**config.mk**
```make
export PLATFORM = sky130hd
export DESIGN_NAME = tdm_demux8_flat
export DESIGN_NICKNAME = d
export VERILOG_FILES = /design/src/rtl/tdm_demux8_pkg.sv /design/src/rtl/tdm_demux8_if.sv /design/src/rtl/tdm_slot_counter.sv /design/src/rtl/tdm_demux8.sv /design/src/flat_wrapper.sv
export SDC_FILE = /design/constraint.sdc
export NUM_CORES = 1
export LEC_CHECK = 0
export CORE_MARGIN = 1
export CORE_UTILIZATION = 35
export CTS_BUF_LIST = sky130_fd_sc_hd__clkbuf_8
export DETAILED_ROUTE_END_ITERATION = 6
export PLACE_DENSITY = 0.65
export SKIP_CTS_REPAIR_TIMING = 1
export SYNTH_ARGS = -nofsm -noshare
export SYNTH_HDL_FRONTEND = slang
export SYNTH_SLANG_ARGS = --single-unit
```
**constraint.sdc**
```tcl
create_clock -name clk -period 1.5 [get_ports clk]
set_input_delay 0.15 -clock clk [delete_from_list [all_inputs] [get_ports clk]]
set_output_delay 0.15 -clock clk [all_outputs]
set_load 0.02 [all_outputs]
```
**src/rtl/tdm_demux8_pkg.sv**
```systemverilog
// tdm_demux8_pkg
// Shared constants for the TDM receive demultiplexer: frame geometry
// (slots per frame, slot index width, beat width) and the FSM state codes.
package tdm_demux8_pkg;

  localparam int CHANNELS = 8;                 // slots per frame
  localparam int SEL_W    = 3;                 // log2(CHANNELS)
  localparam int DATA_W   = 1;                 // width of one slot beat
  localparam int FRAME_W  = CHANNELS * DATA_W; // width of an assembled frame

  // FSM state codes
  localparam logic [0:0] ST_IDLE = 1'b0;       // waiting for a slot-0 beat
  localparam logic [0:0] ST_RECV = 1'b1;       // frame in progress

endpackage : tdm_demux8_pkg

```
**src/rtl/tdm_demux8_if.sv**
```systemverilog
// tdm_demux8_if
// Bus between a TDM transmitter (master) and the demultiplexer (slave).
//   in_valid    : master -> slave, beat on din is valid this cycle
//   frame_start : master -> slave, valid beat is slot 0
//   din         : master -> slave, serial beat
//   sel         : slave -> master, slot index the next valid beat fills
//   busy        : slave -> master, frame in progress
//   dout        : slave -> master, last complete frame (channel i at [i*DATA_W +: DATA_W])
//   frame_valid : slave -> master, one-cycle pulse, dout just updated
//   frame_err   : slave -> master, one-cycle pulse, partial frame discarded
interface tdm_demux8_if;
  import tdm_demux8_pkg::*;

  logic               in_valid;
  logic               frame_start;
  logic [DATA_W-1:0]  din;
  logic [SEL_W-1:0]   sel;
  logic               busy;
  logic [FRAME_W-1:0] dout;
  logic               frame_valid;
  logic               frame_err;

  modport master (
    output in_valid, frame_start, din,
    input  sel, busy, dout, frame_valid, frame_err
  );

  modport slave (
    input  in_valid, frame_start, din,
    output sel, busy, dout, frame_valid, frame_err
  );

endinterface : tdm_demux8_if

```
**src/rtl/tdm_slot_counter.sv**
```systemverilog
// tdm_slot_counter
// Slot index counter for the TDM demultiplexer.
//   clk     : clock
//   i_clr   : synchronous clear to 0 (highest priority)
//   i_load1 : load 1 (a slot-0 beat was just captured)
//   i_inc   : increment; the last slot wraps naturally back to 0
//   o_sel   : current slot index
//   o_tc    : terminal count, o_sel is the last slot
module tdm_slot_counter
  import tdm_demux8_pkg::*;
(
  input  logic             clk,
  input  logic             i_clr,
  input  logic             i_load1,
  input  logic             i_inc,
  output logic [SEL_W-1:0] o_sel,
  output logic             o_tc
);

  logic [SEL_W-1:0] r_sel;

  always_ff @(posedge clk) begin
    if (i_clr) begin
      r_sel <= '0;
    end else if (i_load1) begin
      r_sel <= SEL_W'(1);
    end else if (i_inc) begin
      r_sel <= r_sel + SEL_W'(1);
    end
  end

  assign o_sel = r_sel;
  assign o_tc  = (r_sel == SEL_W'(CHANNELS - 1));

endmodule : tdm_slot_counter

```
**src/rtl/tdm_demux8.sv**
```systemverilog
// tdm_demux8
// Receive-side TDM demultiplexer. Collects eight serial beats (slot 0
// marked by frame_start) into a shadow register and publishes the
// complete frame on dout with a one-cycle frame_valid pulse. A new
// frame_start in the middle of a frame discards the partial frame,
// pulses frame_err and restarts collection with that beat as slot 0.
//   clk : clock, all state updates on the rising edge
//   rst : synchronous active-high reset
//   bus : tdm_demux8_if slave modport (see interface header)
module tdm_demux8
  import tdm_demux8_pkg::*;
(
  input  logic         clk,
  input  logic         rst,
  tdm_demux8_if.slave  bus
);

  logic [0:0]         r_state;
  logic [FRAME_W-1:0] r_shadow;
  logic [FRAME_W-1:0] r_dout;
  logic               r_frame_valid;
  logic               r_frame_err;

  logic [SEL_W-1:0]   w_sel;
  logic               w_tc;
  logic               w_load0;   // valid slot-0 beat (start or resync)
  logic               w_cap;     // valid continuation beat inside a frame
  logic               w_last;    // continuation beat that fills the last slot
  logic [CHANNELS-1:0] w_wr_en;
  logic [FRAME_W-1:0] w_frame;

  // frame_start is honoured in either state; a plain beat only counts
  // while a frame is open, so stray beats in IDLE are silently dropped.
  assign w_load0 = bus.in_valid & bus.frame_start;
  assign w_cap   = bus.in_valid & ~bus.frame_start & (r_state == ST_RECV);
  assign w_last  = w_cap & w_tc;

  tdm_slot_counter u_slot_counter (
    .clk     (clk),
    .i_clr   (rst),
    .i_load1 (w_load0),
    .i_inc   (w_cap),
    .o_sel   (w_sel),
    .o_tc    (w_tc)
  );

  // Per-slot write enables, and the completed frame: the last slot comes
  // straight from din so dout updates on the same edge that samples it.
  generate
    for (genvar gi = 0; gi < CHANNELS; gi++) begin : g_slot
      if (gi == 0) begin : g_first
        assign w_wr_en[gi] = w_load0 | (w_cap & (w_sel == SEL_W'(gi)));
      end else begin : g_rest
        assign w_wr_en[gi] = w_cap & (w_sel == SEL_W'(gi));
      end
      if (gi == CHANNELS - 1) begin : g_last
        assign w_frame[gi*DATA_W +: DATA_W] = bus.din;
      end else begin : g_prev
        assign w_frame[gi*DATA_W +: DATA_W] = r_shadow[gi*DATA_W +: DATA_W];
      end
    end
  endgenerate

  always_ff @(posedge clk) begin
    if (rst) begin
      r_shadow <= '0;
    end else begin
      for (int i = 0; i < CHANNELS; i++) begin
        if (w_wr_en[i]) begin
          r_shadow[i*DATA_W +: DATA_W] <= bus.din;
        end
      end
    end
  end

  always_ff @(posedge clk) begin
    if (rst) begin
      r_state       <= ST_IDLE;
      r_dout        <= '0;
      r_frame_valid <= 1'b0;
      r_frame_err   <= 1'b0;
    end else begin
      r_frame_valid <= 1'b0;
      r_frame_err   <= 1'b0;
      case (r_state)
        ST_IDLE: begin
          if (w_load0) begin
            r_state <= ST_RECV;
          end
        end
        ST_RECV: begin
          if (w_load0) begin
            // resync: old partial frame is dropped, dout untouched
            r_frame_err <= 1'b1;
          end else if (w_last) begin
            r_dout        <= w_frame;
            r_frame_valid <= 1'b1;
            r_state       <= ST_IDLE;
          end
        end
        default: r_state <= ST_IDLE;
      endcase
    end
  end

  assign bus.sel         = w_sel;
  assign bus.busy        = (r_state == ST_RECV);
  assign bus.dout        = r_dout;
  assign bus.frame_valid = r_frame_valid;
  assign bus.frame_err   = r_frame_err;

endmodule : tdm_demux8

```
**src/flat_wrapper.sv**
```systemverilog
// flat-port wrapper written by rule: the top's interface ports become plain ports
module tdm_demux8_flat import tdm_demux8_pkg::*;
  (clk, rst, bus_in_valid, bus_frame_start, bus_din, bus_sel, bus_busy, bus_dout, bus_frame_valid, bus_frame_err);
  tdm_demux8_if bus_i ();
  input  logic clk;
  input  logic rst;
  input wire logic [$bits(bus_i.in_valid)-1:0] bus_in_valid;
  input wire logic [$bits(bus_i.frame_start)-1:0] bus_frame_start;
  input wire logic [$bits(bus_i.din)-1:0] bus_din;
  output wire logic [$bits(bus_i.sel)-1:0] bus_sel;
  output wire logic [$bits(bus_i.busy)-1:0] bus_busy;
  output wire logic [$bits(bus_i.dout)-1:0] bus_dout;
  output wire logic [$bits(bus_i.frame_valid)-1:0] bus_frame_valid;
  output wire logic [$bits(bus_i.frame_err)-1:0] bus_frame_err;
  assign bus_i.in_valid = bus_in_valid;
  assign bus_i.frame_start = bus_frame_start;
  assign bus_i.din = bus_din;
  assign bus_sel = bus_i.sel;
  assign bus_busy = bus_i.busy;
  assign bus_dout = bus_i.dout;
  assign bus_frame_valid = bus_i.frame_valid;
  assign bus_frame_err = bus_i.frame_err;
  tdm_demux8 u_core (.clk(clk), .rst(rst), .bus(bus_i));
endmodule
```
==> reports/results.txt <==
The clock tree buffer depth was 2; the count of clock tree sinks was 21. Max-cap violations in this run came to 0. The post-synthesis area per instance is 9.33 sq um. In this run, CTS created clock tree buffers numbering 3.

The floorplan die width is 52.8 um, and the estimated wirelength of the detail-placed design is 1240 um. The root buffer cell chosen for the clock tree is clkbuf_8. The data arrival time of the critical path was 1.25 ns. With fillers left out, the area of the finished cells amounts to 1200 sq um.

Setup total negative slack on the finished layout was measured at 0 ns. The total I/O pin count came out at 19. The critical path class is register to output port. Final-report max-slew violation count: 0. The number of global-route vias before repair came out at 616.

TritonCTS built the clock tree. In the routed design, unresolved DRC markers number 0. The number of nets handed over by synthesis was 108.

In this run the core area contains 18 standard-cell rows. In this run the worst path has a maximum fanout of 5. The number of placed instances, taps included, is 147. Wire length per cell after detailed routing: 11.1 um. Timing would allow up to 0.715 GHz. The final hold violation count was 0.

The routed layout has 709 vias. The post-placement cell area was 1140 sq um. Across the VDD grid, the largest voltage drop is 0.000614 V.

The combined buffer and inverter count along the critical path is 1, and the DRC marker count from the first detailed-route iteration is 9. The total number of nets in the final design was 133; the first-pass GRT wire length was 2710 um. The start point of the worst min-delay path is u_core.r_shadow[3]$_SDFFE_PP0P_. The overall die height came out at 52.8 um.

On the critical path, the stage with the largest delay is an instance of clkdlybuf4s50_1. The element type at the critical path end was an output port. The logs give 235 for the number of filler cells placed in the layout and 4 for the number of optimization iterations in the first detailed-route pass. For this configuration, the core starts out at a cell density of 36.9%. Setup repair after global routing left no endpoint under its margin.

Dividing the detail-routed via count by the number of cells gives 4.70. The slew at the pin closest to its max-slew limit came out at 0.393 ns. Dividing total power by cell area gives a power density of 842 nW/um^2.

The worst setup path is launched from a register. The number of buffers inserted by port buffering works out to 18. The count of different cell masters after synthesis came out at 21. Wires add up to 1670 um. The area of the die is 2790 sq um, and the filler-free cell count of the finished design is 151. The remaining global-route overflow was 0; the number of antenna violations at the first check in global routing was 0.

The worst register-to-register path begins at u_core.u_slot_counter.o_sel[0]$_SDFFE_PP0P_. Kind of cell with the highest combined delay on the critical path: buffers and inverters. The worst setup margin came out at 0.101 ns.

The min-delay analysis places its worst path in the category register to register. Yosys printed 0 warnings. Data on the critical path is required at its endpoint by 1.35 ns. The run finished with clean final reports. Clock-pin slew was measured on the worst setup and hold paths at 0.07 ns. Placer congestion estimate: 0.759. Entering global routing, the biggest net connects 13 pins. Headroom to the max-slew limit came out at 73.5%.

The critical path's largest stage delay is 0.62 ns. The total of endpoints with negative setup slack in the final report is 0, and the flip-flop and latch count after synthesis is 21. The final antenna-violating net count was 0; the fraction of layout instances using a drive strength above 1 was 10.7%. In this run the static leakage power is 0.531 nW. The clock latency of the later-clocked register in the worst-skew pair was 0.25 ns. OpenSTA, run right after detailed placement, puts the worst setup slack at -0.0215 ns. The signal on the critical path passes through clkdlybuf4s50_1. Dividing the final minimum period by the clock period gives 93.3%.

The tools report the start point of the critical path as u_core.u_slot_counter.o_sel[1]$_SDFFE_PP0P_. The run gives 97 as the number of standard cells after synthesis. The number of diodes added for antenna fixing is 0. The final critical-path required period came out at 1.40 ns. From synthesis to final layout, the design area changed by 32.4%. Across the routed clock network, the largest skew measured is 0.00102 ns.

For this run, the total global-route usage over all layers was measured as 13.6%. The area of the mapped netlist came out at 905 sq um. Of the synthesized area, sequential elements account for 46.5%. The placeable core area was 2450 sq um.

Total power for the finished layout comes to 1.01 mW. The number of levels the H-tree was split into came out at 1.
-- cell usage in the layout, fill, tap and decap left out --
| cell | n |
|---|---|
| and4b_2 | 1 |
| dfxtp_1 | 20 |
| nand4b_1 | 1 |
| mux2i_1 | 6 |
| and3_4 | 1 |
| ha_1 | 6 |
| nor3b_1 | 1 |
| nand2b_1 | 7 |
| clkdlybuf4s50_1 | 15 |
| o21ai_0 | 2 |
| a21bo_2 | 1 |
| clkbuf_8 | 3 |
| nor2_1 | 3 |
| nand3_1 | 5 |
| nand2_1 | 17 |
| a21o_1 | 1 |
| inv_1 | 5 |
| dlymetal6s2s_1 | 3 |
| a22oi_1 | 3 |
| buf_4 | 6 |
| and4b_1 | 1 |
| dfxtp_2 | 1 |
| a21oi_1 | 10 |
| and3b_1 | 2 |
-- per-stage QoR --
| step | hold slack, ns | util [%] |
|---|---|---|
| finish | 0.448 | 48.8 |
| global route | 0.477 | 48.8 |
| CTS | 0.450 | 48.4 |
| detailed placement | 0.438 | 46.5 |
| global placement | 0.441 | 46.5 |
| floorplan | 0.286 | - |
-- power by group --
group          internal, mW  switching (mW)
Combinational        0.0397          0.0384
Sequential            0.564         0.00687
Clock                 0.182           0.177
Total                 0.785           0.223
-- flip-flops by register name (all words and copies together), names as in the netlist --
signal,count
u_core.bus.dout,8
u_core.r_shadow,7
u_core.bus.busy,1
u_core.bus.frame_valid,1
u_core.bus.frame_err,1
u_core.u_slot_counter.o_sel,3
-- Yosys cell counts --
cell / n / area, sq um
nand2_1: 17 / 63.8
o21ai_0: 2 / 10.0
and3_4: 1 / 11.3
nor2_1: 3 / 11.3
inv_1: 4 / 15.0
buf_6: 1 / 11.3
a22oi_1: 3 / 22.5
mux2i_1: 6 / 60.1
and4b_1: 2 / 20.0
nand3_1: 5 / 25.0
a21oi_1: 10 / 50.1
dfxtp_1: 21 / 420
a21o_1: 1 / 7.51
buf_2: 2 / 10.0
ha_1: 6 / 75.1
and3b_1: 2 / 17.5
nand2b_1: 7 / 43.8
a21bo_2: 1 / 10.0
clkbuf_1: 1 / 3.75
nor3b_1: 1 / 7.51
nand4b_1: 1 / 8.76
-- worst paths after layout --
kind,slack [ns],endpoint,cells after the start
worst max-delay path,0.10,bus_sel[1],1
worst min-delay path,0.45,u_core.bus.dout[3]$_SDFFE_PP0P_,2
worst max register to register,0.12,u_core.r_shadow[0]$_SDFFE_PP0P_,5
worst min register to register,0.45,u_core.bus.dout[3]$_SDFFE_PP0P_,2
-- area by class of cell --
cell class,count,area (sq um),share of cell area [%]
clock inverter,1,3.75,0.313
multi-input combinational,68,445,37.2
sequential,21,422,35.2
clock buffer,3,41.3,3.45
inverter,4,15.0,1.25
timing repair buffer,24,233,19.4
tap,30,37.5,3.13
-- layer usage --
layer,part of all wire [%],vias up,GRT usage (%)
met4,0.54,0,5.26
li1,-,374,-
met3,3.8,2,2.61
met2,44,12,20.7
met1,52,321,18.6
met5,0,-,0
-- logic make-up after synthesis --
| group | share of synthesized area (%) |
|---|---|
| AOI/OAI and AO/OA | 11.1 |
| buffers and inverters | 4.43 |
| adders and majority gates | 8.30 |
| DFF | 46.5 |
| and+or+nand+nor | 23.1 |
| muxes | 6.64 |
(Power assumes the default switching activity.)
